===== src/rtl/pin_entry_controller_pkg.sv =====
// Shared definitions for the PIN entry front end: key codes, authenticator
// status encodings, FSM state encoding and the decimal digit-append helper.
package pin_entry_controller_pkg;

  // Keypad control codes (digits are 4'h0..4'h9)
  localparam logic [3:0] KEY_CLEAR  = 4'hA;
  localparam logic [3:0] KEY_ENTER  = 4'hB;
  localparam logic [3:0] KEY_CANCEL = 4'hC;

  // Authenticator result encodings
  localparam logic ACCOUNT_FOUND         = 1'b1;
  localparam logic ACCOUNT_AUTHENTICATED = 1'b1;

  typedef enum logic [2:0] {
    S_IDLE,
    S_ENTRY,
    S_CHECK,
    S_GRANTED,
    S_EJECT,
    S_LOCKED
  } state_t;

  function automatic logic is_digit(input logic [3:0] key);
    return key <= 4'd9;
  endfunction

  // Shift one decimal digit into the PIN; 16 bits hold any 4-digit value.
  function automatic logic [15:0] pin_append(input logic [15:0] pin_val,
                                             input logic [3:0]  digit);
    return (pin_val * 16'd10) + {12'd0, digit};
  endfunction

endpackage


===== src/rtl/pin_entry_controller_inactivity_timer.sv =====
// Inactivity timer: counts cycles while enabled, restarts on request and
// flags expiry when the count reaches TIMEOUT_CYCLES-1 with no restart.
module inactivity_timer #(
  parameter int TIMEOUT_CYCLES = 1000
) (
  input  logic clk,
  input  logic rst_n,
  input  logic restart,
  input  logic enable,
  output logic expire
);

  localparam int         W    = $clog2(TIMEOUT_CYCLES);
  localparam logic [W-1:0] LAST = W'(TIMEOUT_CYCLES - 1);

  logic [W-1:0] count;

  // Idle-cycle counter, held at LAST so it never wraps
  always_ff @(posedge clk or negedge rst_n) begin
    if (!rst_n) begin
      count <= '0;
    end else if (restart) begin
      count <= '0;
    end else if (enable && (count != LAST)) begin
      count <= count + W'(1);
    end
  end

  assign expire = enable && !restart && (count == LAST);

endmodule


===== src/rtl/pin_entry_controller.sv =====
// PIN entry controller: latches the card account, collects keypad digits into
// a binary PIN, samples the authenticator, counts wrong tries and locks
// accounts. Optional build macro PIN_LOCK_CLEAR_EN adds an unlock port pair.
module pin_entry_controller
  import pin_entry_controller_pkg::*;
#(
  parameter int PIN_DIGITS     = 4,
  parameter int MAX_TRIES      = 3,
  parameter int TIMEOUT_CYCLES = 1000
) (
  input  logic        clk,
  input  logic        rst_n,
  input  logic        card_in,
  input  logic [3:0]  card_acc_num,
  input  logic        key_valid,
  input  logic [3:0]  key_code,
`ifdef PIN_LOCK_CLEAR_EN
  input  logic        unlock_valid,
  input  logic [3:0]  unlock_acc,
`endif
  input  logic        acc_found_stat,
  input  logic        acc_auth_stat,
  output logic [3:0]  acc_num,
  output logic [15:0] pin,
  output logic        session_active,
  output logic        auth_ok,
  output logic        auth_fail,
  output logic        timeout,
  output logic        eject,
  output logic        card_retained,
  output logic [1:0]  tries_used
);

  localparam int               CNT_W        = $clog2(PIN_DIGITS + 1);
  localparam logic [CNT_W-1:0] PIN_DIGITS_C = CNT_W'(PIN_DIGITS);
  localparam logic [1:0]       MAX_TRIES_C  = 2'(MAX_TRIES);

  state_t           state;
  logic [CNT_W-1:0] digit_cnt;
  logic [15:0]      locked;
  logic             timer_expire;
  logic             wrong_pin;
  logic             lock_set;
  logic [1:0]       tries_next;

  inactivity_timer #(.TIMEOUT_CYCLES(TIMEOUT_CYCLES)) u_timer (
    .clk     (clk),
    .rst_n   (rst_n),
    .restart ((state != S_ENTRY) || key_valid),
    .enable  (state == S_ENTRY),
    .expire  (timer_expire)
  );

  assign tries_next = tries_used + 2'd1;
  assign wrong_pin  = card_in && (state == S_CHECK) &&
                      (acc_found_stat == ACCOUNT_FOUND) &&
                      (acc_auth_stat != ACCOUNT_AUTHENTICATED);
  assign lock_set   = wrong_pin && (tries_next == MAX_TRIES_C);

  // Per-account lock table; a set in the same cycle as a clear wins
  always_ff @(posedge clk or negedge rst_n) begin
    // NOTE: the lock table is a small flop array that must come up cleared, so it
    // sits under the async reset like any other state rather than as an unreset RAM.
    if (!rst_n) begin
      locked <= '0;
    end else begin
`ifdef PIN_LOCK_CLEAR_EN
      if (unlock_valid) locked[unlock_acc] <= 1'b0;
`endif
      if (lock_set) locked[acc_num] <= 1'b1;
    end
  end

  // Session FSM with registered level outputs and one-cycle result pulses
  always_ff @(posedge clk or negedge rst_n) begin
    // NOTE: all FSM state and outputs use non-blocking assignment so every
    // branch reads the pre-edge values and later pulse defaults can be overridden.
    if (!rst_n) begin
      state          <= S_IDLE;
      acc_num        <= '0;
      pin            <= '0;
      digit_cnt      <= '0;
      tries_used     <= '0;
      session_active <= 1'b0;
      auth_ok        <= 1'b0;
      auth_fail      <= 1'b0;
      timeout        <= 1'b0;
      eject          <= 1'b0;
      card_retained  <= 1'b0;
    end else begin
      auth_ok   <= 1'b0;
      auth_fail <= 1'b0;
      timeout   <= 1'b0;
      if (!card_in) begin
        state          <= S_IDLE;
        pin            <= '0;
        digit_cnt      <= '0;
        session_active <= 1'b0;
        eject          <= 1'b0;
        card_retained  <= 1'b0;
      end else begin
        case (state)
          S_IDLE: begin
            acc_num    <= card_acc_num;
            pin        <= '0;
            digit_cnt  <= '0;
            tries_used <= '0;
            if (locked[card_acc_num]) begin
              state         <= S_LOCKED;
              card_retained <= 1'b1;
            end else begin
              state <= S_ENTRY;
            end
          end
          S_ENTRY: begin
            if (key_valid) begin
              if (is_digit(key_code)) begin
                if (digit_cnt < PIN_DIGITS_C) begin
                  pin       <= pin_append(pin, key_code);
                  digit_cnt <= digit_cnt + CNT_W'(1);
                end
              end else begin
                case (key_code)
                  KEY_CLEAR: begin
                    pin       <= '0;
                    digit_cnt <= '0;
                  end
                  KEY_ENTER: if (digit_cnt == PIN_DIGITS_C) state <= S_CHECK;
                  KEY_CANCEL: begin
                    state <= S_EJECT;
                    eject <= 1'b1;
                  end
                  default: ;
                endcase
              end
            end else if (timer_expire) begin
              timeout <= 1'b1;
              state   <= S_EJECT;
              eject   <= 1'b1;
            end
          end
          S_CHECK: begin
            if (acc_found_stat != ACCOUNT_FOUND) begin
              auth_fail <= 1'b1;
              state     <= S_EJECT;
              eject     <= 1'b1;
            end else if (acc_auth_stat == ACCOUNT_AUTHENTICATED) begin
              auth_ok        <= 1'b1;
              state          <= S_GRANTED;
              session_active <= 1'b1;
            end else begin
              auth_fail  <= 1'b1;
              tries_used <= tries_next;
              if (lock_set) begin
                state         <= S_LOCKED;
                card_retained <= 1'b1;
              end else begin
                pin       <= '0;
                digit_cnt <= '0;
                state     <= S_ENTRY;
              end
            end
          end
          default: ; // GRANTED, EJECT, LOCKED wait for card removal
        endcase
      end
    end
  end

endmodule


===== config.mk =====
export PLATFORM = sky130hd
export DESIGN_NAME = pin_entry_controller
export DESIGN_NICKNAME = d
export VERILOG_FILES = /design/src/rtl/pin_entry_controller_pkg.sv /design/src/rtl/pin_entry_controller_inactivity_timer.sv /design/src/rtl/pin_entry_controller.sv
export SDC_FILE = /design/constraint.sdc
export NUM_CORES = 1
export LEC_CHECK = 0
export CORE_ASPECT_RATIO = 0.9
export CORE_MARGIN = 1.5
export CORE_UTILIZATION = 50
export CTS_BUF_LIST = sky130_fd_sc_hd__clkbuf_8
export DETAILED_ROUTE_END_ITERATION = 6
export PLACE_DENSITY_LB_ADDON = 0.2
export RECOVER_POWER = 50
export SLEW_MARGIN = 20
export SYNTH_ARGS = -nofsm -noshare
export SYNTH_HDL_FRONTEND = slang
export SYNTH_HIERARCHICAL = 1
export SYNTH_SLANG_ARGS = --single-unit

===== constraint.sdc =====
create_clock -name clk -period 7.47 [get_ports clk]
set_input_delay 1.494 -clock clk [delete_from_list [all_inputs] [get_ports clk]]
set_output_delay 1.494 -clock clk [all_outputs]
set_load 0.05 [all_outputs]

==> impl_metrics.py <==
metrics = {
    "global_route": {
        "grt_pass1_wl_um": 13700,
        "busiest_layer": "met2",
        "use_met3_pct": 4.66,
        "gr-usage-met2_pct": 32.4,
        "use_met1_pct": 31.8,
        "grt_antenna_before_repair": 0,
        "grt_pass1_vias": 2848,
        "grt-ovfl-total": 0,
        "grt_usage_pct": 21.9,
        "grt_max_degree": 61,
    },
    "synth": {
        "yosysUniqueCellTypes": 59,
        "synth_warnings": 6,
        "synth_top_area_share_pct": 40.1,
        "synth_fp_nets": 404,
        "yosys.area.top_type": "dfrtp_1",
        "synth-seq-area-share_pct": 40.1,
        "synth-edff-count": 0,
        "async_reset_ff_share_pct": 100,
        "syn_area_um2": 3740,
        "synth_ff_type": "dfrtp_1",
        "synth_cells": 358,
        "synth-seq-cells": 60,
        "synth.area.top_cells": "dfrtp_1 (40%), ha_1 (10%), a21o_1 (3.8%)",
        "syn_area_per_cell_um2": 10.5,
    },
    "cells_and_area": {
        "layout_commonest_cell": "dfrtp_1",
        "fill_cells": 600,
        "layout.nets": 449,
        "finish.instance_area_um2": 4470,
        "fin_cells": 501,
        "syn2layout_area_growth_pct": 19.4,
        "final_cell_mix": "dfrtp_1 (60), clkdlybuf4s50_1 (38), ha_1 (30), nand2_1 (26), a21oi_1 (26)",
        "layout-drive-gt1-share_pct": 10.3,
        "diodes": 0,
        "utilization_pct": 62.6,
    },
    "floorplan": {
        "die_h_um": 85.1,
        "ios": 42,
        "start_util_pct": 52.4,
        "fp-row-count": 29,
        "dieArea_um2": 8020,
        "coreArea_um2": 7150,
        "die_w_um": 94.2,
    },
    "placed_design": {
        "dpl_worst_slack_ns": 3.33,
        "placed_cells": 485,
        "place_hpwl_um": 5670,
        "dpl-instance-area_um2": 4240,
        "gp_congestion": 0.817,
        "io_buffer_count": 41,
    },
    "power_and_ir_drop": {
        "leakage_nw": 2.17,
        "p_total_mw": 1.05,
        "p_per_area_nw_per_um2": 234,
        "ir_drop_mv": 0.136,
    },
    "clock_tree": {
        "cts_num_sinks": 60,
        "cts-root-buf": "clkbuf_8",
        "cts_resized": 0,
        "clockBufferDepth": 2,
        "cts.htree.levels": 3,
        "tritoncts": "yes",
        "cts_buffers": 9,
        "clk_pin_slew_ns": 0.07,
        "cts_setup_buffers": 0,
        "hold_buffers": 0,
        "clk_latency_ns": 0.35,
    },
    "timing": {
        "layout_setup_ws_ns": 3.34,
        "min_period_ns": 4.13,
        "fin_hold_ws_ns": 0.455,
        "setup_viol": 0,
        "finalHoldViolCount": 0,
        "slew_viol_final": 61,
        "max_freq_mhz": 242,
        "grt_setup_unrepaired": "no",
        "finalSetupTns_ns": 0,
        "fin_skew_ns": 0.00857,
        "worst_slew_margin_rel_pct": -115,
        "worst_pin_slew_ns": 3.22,
        "period_share_pct": 55.2,
    },
    "critical_path": {
        "worst-setup-path-type": "in -> async",
        "timing.rr.start": "pin[1]",
        "worstPathRequired_ns": 7.21,
        "crit_slowest_cell": "clkbuf_1",
        "slowest_delay_ns": 2.25,
        "worstPathArrival_ns": 3.86,
        "crit_path_max_fanout": 60,
        "critPathLaunchType": "input pin",
        "startpoint": "rst_n",
        "critPathBufInv": 2,
        "crit_path_cell_trace": "buf_2, clkbuf_1",
        "critPathCaptureType": "asynchronous set/reset pin",
        "crit_family": "buffers and inverters",
    },
    "routing": {
        "drt-pass1-iter-count": 4,
        "vias_per_cell": 5.90,
        "vias": 2957,
        "postRouteAntennaNets": 0,
        "drc_errors": 0,
        "drt_iter0_markers": 141,
        "wl_per_cell_um": 16.1,
        "routed_wl_um": 8070,
    },
    "status": {
        "status": "complete, but fails checks",
        "violations": "capacitance limit, slew limit",
    },
    "min_path": {
        "hp-start": "locked[3]",
        "worstHoldPathType": "reg -> reg",
    },
    "run": {
        "drv_cap": 1,
    },
}
==> state kept, by name, summed over array words and instances (netlist names) <==
name and count:
acc_num 4, auth_fail 1, auth_ok 1, card_retained 1, digit_cnt 3, eject 1, locked 16, pin 16
session_active 1, state 3, timeout 1, tries_used 2, u_timer/count 10
==> kinds of logic after synthesis <==
| logic type | Yosys count | share of synthesized area, % |
|---|---|---|
| and+or+nand+nor | 101 | 15.0 |
| DFF | 60 | 40.1 |
| buffers and inverters | 20 | 2.14 |
| muxes | 12 | 4.78 |
| xor gates and xnor gates | 26 | 6.48 |
| AOI/OAI and AO/OA | 107 | 20.4 |
| adders and majority gates | 32 | 11.1 |
==> Yosys cell counts (all sizes together) (2+ instances only) <==
cell type and instances:
a211oi 2, a21boi 2, a21o 19, a21oi 26, a22o 15, a31o 4, a31oi 3, buf 5
clkbuf 3, dfrtp 60, fa 2, ha 30, inv 12, mux2 7, mux4 4, nand2 26
nand2b 6, nand3 8, nand4 9, nor2 23, nor2b 4, nor3 5, nor3b 2, o2111ai 3
o21a 6, o21ai 12, o21bai 2, o22ai 2, o31ai 5, o41ai 2, or3 3, or4 6
xnor2 16, xor2 10
==> final timing paths <==
path	cells past startpoint	to	slack [ns]
setup / recovery	2	locked[14]	3.34
hold / removal	1	locked[3]	0.45
setup reg to reg	10	pin[14]	4.35
hold reg to reg	1	locked[3]	0.45
max in group clk	11	pin[15]	3.82
min in group asynchronous	2	u_timer/count[3]	2.30
==> routing by layer <==
metal | part of all wire, % | vias to the layer above | routed length, µm
met3 | 4.7 | 14 | 379
li1 | - | 1438 | -
met5 | 0 | - | 0
met4 | 1.7 | 0 | 136
met1 | 48 | 1433 | 3860
met2 | 46 | 72 | 3700
==> power breakdown <==
group          internal, mW  total [mW]  switching [mW]  leakage [nW]
registers             0.352       0.400          0.0474         0.825
clock network         0.218       0.351           0.133         0.126
logic                 0.105       0.295           0.190          1.22
==> final cells by class <==
class / instances / area, µm² / area share, %
repair buffers: 42 / 409 / 9.15
well taps: 93 / 116 / 2.60
multi-input cells: 278 / 2170 / 48.5
inverters: 12 / 45.0 / 1.01
flip-flops and latches: 60 / 1500 / 33.6
clock inverters: 7 / 108 / 2.41
clock buffers: 9 / 124 / 2.77
Power figures use the tool's default switching activity.
